### config.mk
export PLATFORM = sky130hd
export DESIGN_NAME = phy_mgmt_ctrl
export DESIGN_NICKNAME = d
export VERILOG_FILES = /design/src/rtl/phy_mgmt_ctrl.sv
export SDC_FILE = /design/constraint.sdc
export NUM_CORES = 1
export LEC_CHECK = 0
export CORE_MARGIN = 2
export CORE_UTILIZATION = 61
export CTS_CLUSTER_DIAMETER = 120
export CTS_CLUSTER_SIZE = 40
export DETAILED_ROUTE_END_ITERATION = 16
export GPL_TIMING_DRIVEN = 0
export PLACE_DENSITY = 0.86
export SYNTH_ARGS = -nofsm -noshare
export SYNTH_HDL_FRONTEND = slang
export SYNTH_SLANG_ARGS = --single-unit
### constraint.sdc
create_clock -name clk_sys -period 6 [get_ports clk_sys]
set_input_delay 1.2 -clock clk_sys [delete_from_list [all_inputs] [get_ports clk_sys]]
set_output_delay 1.2 -clock clk_sys [all_outputs]
set_load 0.02 [all_outputs]
### src/rtl/phy_mgmt_ctrl.sv
`timescale 1ns/1ps
// phy_mgmt_ctrl
// PHY management controller: holds the PHY in hard reset after system reset,
// then runs Clause 22 MDIO frames, either for host commands or for
// autonomous link-status polls.
//
// Ports
//   clk_sys, rst_n_sys     system clock, asynchronous active-low reset
//   phy_reset_n            PHY hard reset (active-low)
//   mdc                    management clock, 2*CLK_DIV clk_sys cycles per bit
//   mdio_o, mdio_oe        MDIO drive value and output enable
//   mdio_i                 MDIO value, sampled in the cycle mdc rises
//   cmd_valid/cmd_ready    host command handshake (cmd_write, cmd_phyad,
//                          cmd_regad, cmd_wdata)
//   rsp_valid, rsp_rdata   one-cycle completion pulse and read data
//   poll_en                enables the periodic link poll
//   link_up, link_speed    last poll result (status bit 10, bits 15:14)
//   busy                   high in every state except IDLE
//   dbg_state              current FSM state
//
// Handshake: a command transfers on a rising clk_sys edge where
// cmd_valid && cmd_ready. cmd_ready is high only in IDLE and does not
// depend on cmd_valid; all cmd_* fields are captured on that edge. A
// valid command may be held across busy periods and is taken the next
// IDLE cycle. rsp_valid is a single-cycle pulse with no back-pressure.
module phy_mgmt_ctrl #(
  parameter int         CLK_DIV      = 25,
  parameter int         RESET_CYCLES = 100,
  parameter int         POLL_CYCLES  = 1000000,
  parameter logic [4:0] PHY_ADDR     = 5'd0,
  parameter logic [4:0] POLL_REG     = 5'd17
) (
  input  logic        clk_sys,
  input  logic        rst_n_sys,
  output logic        phy_reset_n,
  output logic        mdc,
  output logic        mdio_o,
  output logic        mdio_oe,
  input  logic        mdio_i,
  input  logic        cmd_valid,
  output logic        cmd_ready,
  input  logic        cmd_write,
  input  logic [4:0]  cmd_phyad,
  input  logic [4:0]  cmd_regad,
  input  logic [15:0] cmd_wdata,
  output logic        rsp_valid,
  output logic [15:0] rsp_rdata,
  input  logic        poll_en,
  output logic        link_up,
  output logic [1:0]  link_speed,
  output logic        busy,
  output logic [2:0]  dbg_state
);

  typedef enum logic [2:0] {
    RST_HOLD = 3'd0,
    IDLE     = 3'd1,
    PRE      = 3'd2,
    CMD      = 3'd3,
    TA       = 3'd4,
    DATA     = 3'd5,
    DONE     = 3'd6
  } state_t;

  localparam int DIV_W = $clog2(2 * CLK_DIV);
  localparam int RST_W = (RESET_CYCLES > 1) ? $clog2(RESET_CYCLES) : 1;
  localparam logic [DIV_W-1:0] DIV_LAST  = DIV_W'(2 * CLK_DIV - 1);
  localparam logic [DIV_W-1:0] DIV_HALF  = DIV_W'(CLK_DIV);
  localparam logic [RST_W-1:0] RST_LAST  = RST_W'(RESET_CYCLES - 1);
  localparam logic [31:0]      POLL_LAST = 32'(POLL_CYCLES - 1);

  state_t             state, state_n;
  logic [DIV_W-1:0]   div_cnt;
  logic [4:0]         bit_cnt;
  logic [RST_W-1:0]   rst_cnt;
  logic [31:0]        poll_cnt;
  logic               poll_pending;
  logic               op_write;
  logic               op_poll;
  logic [4:0]         op_phyad;
  logic [4:0]         op_regad;
  logic [15:0]        op_wdata;
  logic [15:0]        rd_shift;

  logic               in_frame;
  logic               bit_end;
  logic               mdc_rise;
  logic               start_host;
  logic               start_poll;
  logic               poll_hit;
  logic [13:0]        cmd_bits;
  logic [3:0]         cmd_idx;
  logic [3:0]         data_idx;

  assign in_frame = (state == PRE) || (state == CMD) || (state == TA) || (state == DATA);
  assign bit_end  = (div_cnt == DIV_LAST);
  assign mdc_rise = (div_cnt == DIV_HALF);
  assign poll_hit = poll_en && (poll_cnt == POLL_LAST);

  // ST=01, OP=01 write / 10 read, then PHYAD and REGAD, sent MSB first.
  assign cmd_bits = {2'b01, (op_write ? 2'b01 : 2'b10), op_phyad, op_regad};
  assign cmd_idx  = 4'd13 - bit_cnt[3:0];
  assign data_idx = 4'd15 - bit_cnt[3:0];

  // Next-state logic
  always_comb begin
    state_n    = state;
    start_host = 1'b0;
    start_poll = 1'b0;
    case (state)
      RST_HOLD: if (rst_cnt == RST_LAST) state_n = IDLE;
      IDLE: begin
        // Host commands win; a deferred poll stays pending.
        if (cmd_valid) begin
          start_host = 1'b1;
          state_n    = PRE;
        end else if (poll_pending) begin
          start_poll = 1'b1;
          state_n    = PRE;
        end
      end
      PRE:  if (bit_end && (bit_cnt == 5'd31)) state_n = CMD;
      CMD:  if (bit_end && (bit_cnt == 5'd13)) state_n = TA;
      TA:   if (bit_end && (bit_cnt == 5'd1))  state_n = DATA;
      DATA: if (bit_end && (bit_cnt == 5'd15)) state_n = DONE;
      DONE: state_n = IDLE;
      default: state_n = RST_HOLD;
    endcase
  end

  always_ff @(posedge clk_sys or negedge rst_n_sys) begin
    if (!rst_n_sys) begin
      state <= RST_HOLD;
    end else begin
      state <= state_n;
    end
  end

  // Reset-hold, bit-phase and bit counters
  always_ff @(posedge clk_sys or negedge rst_n_sys) begin
    if (!rst_n_sys) begin
      rst_cnt <= '0;
      div_cnt <= '0;
      bit_cnt <= '0;
    end else begin
      if (state == RST_HOLD) rst_cnt <= rst_cnt + RST_W'(1);
      else                   rst_cnt <= '0;

      if (in_frame) begin
        div_cnt <= bit_end ? '0 : div_cnt + DIV_W'(1);
        if (bit_end) begin
          // Each field restarts its own bit count; counters never wrap.
          bit_cnt <= (state_n != state) ? 5'd0 : bit_cnt + 5'd1;
        end
      end else begin
        div_cnt <= '0;
        bit_cnt <= '0;
      end
    end
  end

  // Poll interval timer. A new interval expiry wins over the clear that
  // happens when a pending poll starts in the same cycle.
  always_ff @(posedge clk_sys or negedge rst_n_sys) begin
    if (!rst_n_sys) begin
      poll_cnt     <= '0;
      poll_pending <= 1'b0;
    end else if (!poll_en) begin
      poll_cnt     <= '0;
      poll_pending <= 1'b0;
    end else begin
      poll_cnt <= poll_hit ? 32'd0 : poll_cnt + 32'd1;
      if (poll_hit)        poll_pending <= 1'b1;
      else if (start_poll) poll_pending <= 1'b0;
    end
  end

  // Transaction capture, read shift register and results
  always_ff @(posedge clk_sys or negedge rst_n_sys) begin
    if (!rst_n_sys) begin
      op_write   <= 1'b0;
      op_poll    <= 1'b0;
      op_phyad   <= '0;
      op_regad   <= '0;
      op_wdata   <= '0;
      rd_shift   <= '0;
      rsp_rdata  <= '0;
      link_up    <= 1'b0;
      link_speed <= 2'b00;
    end else begin
      if (start_host) begin
        op_write <= cmd_write;
        op_poll  <= 1'b0;
        op_phyad <= cmd_phyad;
        op_regad <= cmd_regad;
        op_wdata <= cmd_wdata;
      end else if (start_poll) begin
        op_write <= 1'b0;
        op_poll  <= 1'b1;
        op_phyad <= PHY_ADDR;
        op_regad <= POLL_REG;
        op_wdata <= '0;
      end

      if ((state == DATA) && mdc_rise) rd_shift <= {rd_shift[14:0], mdio_i};

      // Results become visible in DONE, alongside rsp_valid.
      if ((state == DATA) && (state_n == DONE)) begin
        if (op_poll) begin
          link_up    <= rd_shift[10];
          link_speed <= rd_shift[15:14];
        end else if (!op_write) begin
          rsp_rdata <= rd_shift;
        end
      end
    end
  end

  // MDIO drive. Values depend only on state and bit_cnt, which change at
  // bit boundaries, i.e. when mdc falls.
  always_comb begin
    mdio_o  = 1'b1;
    mdio_oe = 1'b0;
    case (state)
      PRE: begin
        mdio_oe = 1'b1;
        mdio_o  = 1'b1;
      end
      CMD: begin
        mdio_oe = 1'b1;
        mdio_o  = cmd_bits[cmd_idx];
      end
      TA: begin
        mdio_oe = op_write;
        mdio_o  = op_write ? ~bit_cnt[0] : 1'b1;
      end
      DATA: begin
        mdio_oe = op_write;
        mdio_o  = op_write ? op_wdata[data_idx] : 1'b1;
      end
      default: begin
        mdio_o  = 1'b1;
        mdio_oe = 1'b0;
      end
    endcase
  end

  assign mdc         = in_frame && (div_cnt >= DIV_HALF);
  assign phy_reset_n = (state != RST_HOLD);
  assign cmd_ready   = (state == IDLE);
  assign busy        = (state != IDLE);
  assign rsp_valid   = (state == DONE) && !op_poll;
  assign dbg_state   = state;

endmodule

Yosys cells after proc, flatten, opt, wreduce, memory -nomap -nowiden. Index checks and enable logic that the tools add are counted.

Word-level logic and storage cells: 108. Output and inout port bits: 29. Register bits: 117.

Reductions and logical operators: 20. Equal/unequal tests: 19. Add/sub/neg operators: 6. Bitwise gates (word level): 3. Magnitude comparators: 3. Mux-type cells: 42.

Operators with widths (count): $mux W32 (2); $mux W5 (7); $add A32 B1 Y32 const B (1); $eq A32 B20 Y1 const B (1); $mux W16 (2); $mux W3 (7); $pmux W3 S7 (1); $mux W1 (15); $eq A3 B3 Y1 const B (4); $mux W6 (2); $eq A5 B4 Y1 const B (2); $lt A4 B5 Y1 const B (2); $logic_and A1 B1 Y1 (9); $bmux W1 S4 (2); $sub A4 B4 Y4 const A (2); $add A7 B1 Y7 const B (1); $eq A7 B7 Y1 const B (1); $mux W7 (1); $add A6 B1 Y6 const B (1); $eq A3 B2 Y1 const B (2); $eq A6 B5 Y1 const B (1); $eq A6 B6 Y1 const B (1); $ge A6 B5 Y1 const B (1); $ne A3 B1 Y1 const B (2); other kinds (18) (23).

Longest topological paths before layout.
Depth in word-level cells: 8. Depth in mapped cells: 9. Gate-level depth less buffers: 9.

Worst setup path after synthesis. Ideal clock, no wire load.

Path type: register to output. Start point: register bit_cnt[0]. End point: output mdio_o. Path buffers: 1. Cell stages (with the launch flop): 6. Arrival: 2.126 ns. Setup slack: 2.674 ns. Data required time: 4.800 ns. Cell sequence: dfrtp_1 > buf_1 > mux4_2 > mux4_2 > o21ai_1 > nand3_1.

Longest elaborated chain between the ends: 5.

Ends and longest elaborated chain: from (decl) (RTL line 74) `logic [4:0] bit_cnt;`; from (signal assigned) (RTL line 153) `bit_cnt <= (state_n != state) ? 5'd0 : bit_cnt + 5'd1;`; $sub A4 B4 Y4 (RTL line 103) `assign data_idx = 4'd15 - bit_cnt[3:0];`; $bmux W1 S4 (RTL line 239) `mdio_o = op_write ? op_wdata[data_idx] : 1'b1;`; $mux W1 (implied by the code) (RTL line 239); $mux W1 (RTL line 239); $pmux W1 S3 * (RTL line 224) `case (state)`; to (decl) (RTL line 37) `output logic mdio_o,`.

Every way passes the cells marked *; elsewhere a longest branch is shown, timed or not. The select of a mux whose other input is x is not followed.

Worst setup path in the final report. Same ends and word-level chain as after synthesis.

==> metrics.txt <==
die width approximately 99 um; Tmin final ~4600 ps; Reg-to-Reg Start div_cnt[1]; Filler Cell Count 525; P_leak 3.06 nW; GRT Util Overall 0.263; DP HPWL about 8000 um; most frequent cells in the layout dfrtp_1, nor2_1, clkdlybuf4s50_1; Iter 0 DRT Violations between 150 and 200; crit path from bit_cnt[0]; clock slew at the register clock pins of the worst setup and hold paths approximately 60 ps; hold crit path type flip-flop to flip-flop; Initial Util 0.626; Final Instance Area around 6800 um2; WL final roughly 12000 um; initial antenna violation count 0; sequential power share 0.424; die area ~10000 um2; Yosys top cell area share 0.536; Placer Congestion a little under 0.9; largest net degree at the start of global routing 78; mapped cell area 5460 um2; hold_buf cts 0; Syn Area/Cell approximately 11 um2; CP most frequent cell mux4_2; layout overhead on the synthesized area 25.0%; worst-margin pin slew about 700 ps; Max Fclk 0.216 GHz; WP data required 4800 ps; placed cell area ~6200 um2; Setup Crit Path Kind flip-flop to output pin; commonest non-fill, non-tap cell in the layout dfrtp_1; final setup vio count 0; Post-Syn Nets approximately 520; CTS tree yes; Die Ht 98.6 um; hold_sp rsp_rdata[10]; Pre-antenna DRT Iters 5; Nets about 600; synth top area cells dfrtp_1, mux2_2, nor2_1, a22o_1, xor2_1; Critical Path Max Stage Delay 630 ps; count of cells resized by post-cts repair 0; worst rel slew slack 0.540; Sink Count about 120; max cap viols 0; number of global-route vias before repair 4113; area leader, netlist dfrtp_1; Synth cell types between 50 and 60; RSZ-0062 raised after global routing false; sequential area share after synthesis 0.536; core area about 8700 um2; Sw Share 0.218; root buffer cell clkbuf_8; worst skew pair latency about 520 ps; Via Count 4064; clk_skew between 15 and 20 ps; clock network power share 0.549; DR vias/cell about 6.0; Comb power frac 0.027; Crit Path Max Fanout 10; fin crit share 0.771; total CTS buffers 17; Avg WL per Cell ~18 um; port buffer count 60; first-pass GRT wire length between 20000 and 25000 um; Final Hold Viols 0; pwr dens around 270 nW/um2; Slew Limit Fails 0; Syn Inst Count 477; CP Launch Type flip-flop; CTS Buffer Depth 2; NetSw 409 uW; VDD IR max around 180 uV; CP Cell Sequence buf_1 -> mux4_2 -> mux4_2 -> o21ai_1 -> nand3_1 -> clkdlybuf4s50_1; WP data arrival 3430 ps; Worst Setup End Kind output pin; setup bufs post-CTS 0; Final ANT Viol Nets 0; share of cells above drive strength 1 0.154; Power Internal 1.46 mW; row count 34; diode count 0; grt ovf 0; Yosys reg bits between 100 and 150; setup TNS 0 ps; CP max-delay cell mux4_2; IO Count a little over 60; total number of yosys warnings 0; DRC viols 0; H-Tree Depth 4; outcome complete, no violations
[path summary, 6_finish.rpt]
check / slack (ps) / to / cells past startpoint
max in group asynchronous: 4570 / bit_cnt[1] / 2
min reg2reg: 490 / rsp_rdata[10] / 1
min in group asynchronous: 680 / rst_cnt[3] / 1
max: 1370 / mdio_o / 6
max reg2reg: 3530 / rsp_rdata[5] / 9
min: 490 / rsp_rdata[10] / 1
[through the flow]
stage / setup WS, ps / util / power (mW) / std cells / hold slack [ps]
CTS: 1310 / 0.783 / 1.88 / 678 / 485
finish: 1370 / 0.783 / 1.87 / 678 / 492
global placement: -537 / 0.710 / 0.857 / 645 / 473
floorplan: 2670 / - / 0.817 / 477 / 455
global route: 1230 / 0.783 / 1.92 / 678 / 510
detailed placement: 1900 / 0.713 / 0.860 / 646 / 477
[synthesized netlist by cell type, drive strengths merged]
library cell / count
nor2b: 1
nor2: 61
o31ai: 2
a21oi: 9
nand2b: 4
o211a: 1
a211oi: 2
xor2: 22
o22a: 2
o2111ai: 1
nor3b: 2
o21ai: 7
a31oi: 2
nor4b: 4
and3: 5
a22oi: 2
or4b: 1
nand3: 19
nand4: 11
nor4: 5
nand4b: 1
o211ai: 2
buf: 11
clkbuf: 12
or3b: 1
or2: 4
dfrtp: 117
ha: 14
a22o: 24
or3: 4
inv: 12
and2: 2
nand2: 28
o32ai: 1
nand3b: 3
or4: 6
mux4: 8
mux2: 35
xnor2: 16
nor3: 13
[metal layers]
metal / part of all wire / vias to the layer above / track usage
met5: 0 / - / 0
met1: 0.41 / 2025 / 0.324
li1: - / 1855 / -
met4: 0.021 / 0 / 0.0948
met3: 0.048 / 28 / 0.0567
met2: 0.52 / 156 / 0.462
[cell families after synthesis]
family                     count (synthesis)  synth area share
DFF                                      117             0.536
buffers and inverters                     35            0.0264
adders and majority gates                 14            0.0321
muxes                                     43             0.105
xor gates and xnor gates                  38            0.0610
and+or+nand+nor                          175             0.165
AOI/OAI and AO/OA                         55            0.0747
[worst max-delay path, delay by kind of cell, from the launching register on]
family          cells  cell delay (ps)
mux                 2             1130
buf+inv             2             1100
flops               1              460
compound gates      1              130
simple gates        1               90
[state kept, by name, indices dropped and copies added, names as in the netlist]
signal / count
rsp_rdata: 16
op_write: 1
op_regad: 5
rst_cnt: 7
op_phyad: 5
op_wdata: 16
link_up: 1
poll_cnt: 32
rd_shift: 16
div_cnt: 6
poll_pending: 1
dbg_state: 3
op_poll: 1
bit_cnt: 5
link_speed: 2
[power groups by stage]
stage | Sequential [mW] | Combinational (mW) | Clock, mW
after floorplan | 0.808 | 0.00894 | 0
after global placement | 0.809 | 0.0478 | 0
after detailed placement | 0.809 | 0.0511 | 0
after CTS | 0.795 | 0.0515 | 1.03
after global routing | 0.795 | 0.0562 | 1.07
final | 0.795 | 0.0503 | 1.03
[cell type report]
cell class,instances,area (um2),share of cell area
clock inverters,14,176,0.0258
well taps,108,135,0.0198
plain buffers,23,98.8,0.0145
multi-input cells,325,2390,0.350
inverters,12,45.0,0.00660
flip-flops and latches,117,2930,0.429
clock buffers,18,428,0.0627
repair buffers,61,626,0.0917
Power figures use the tool's default switching activity.
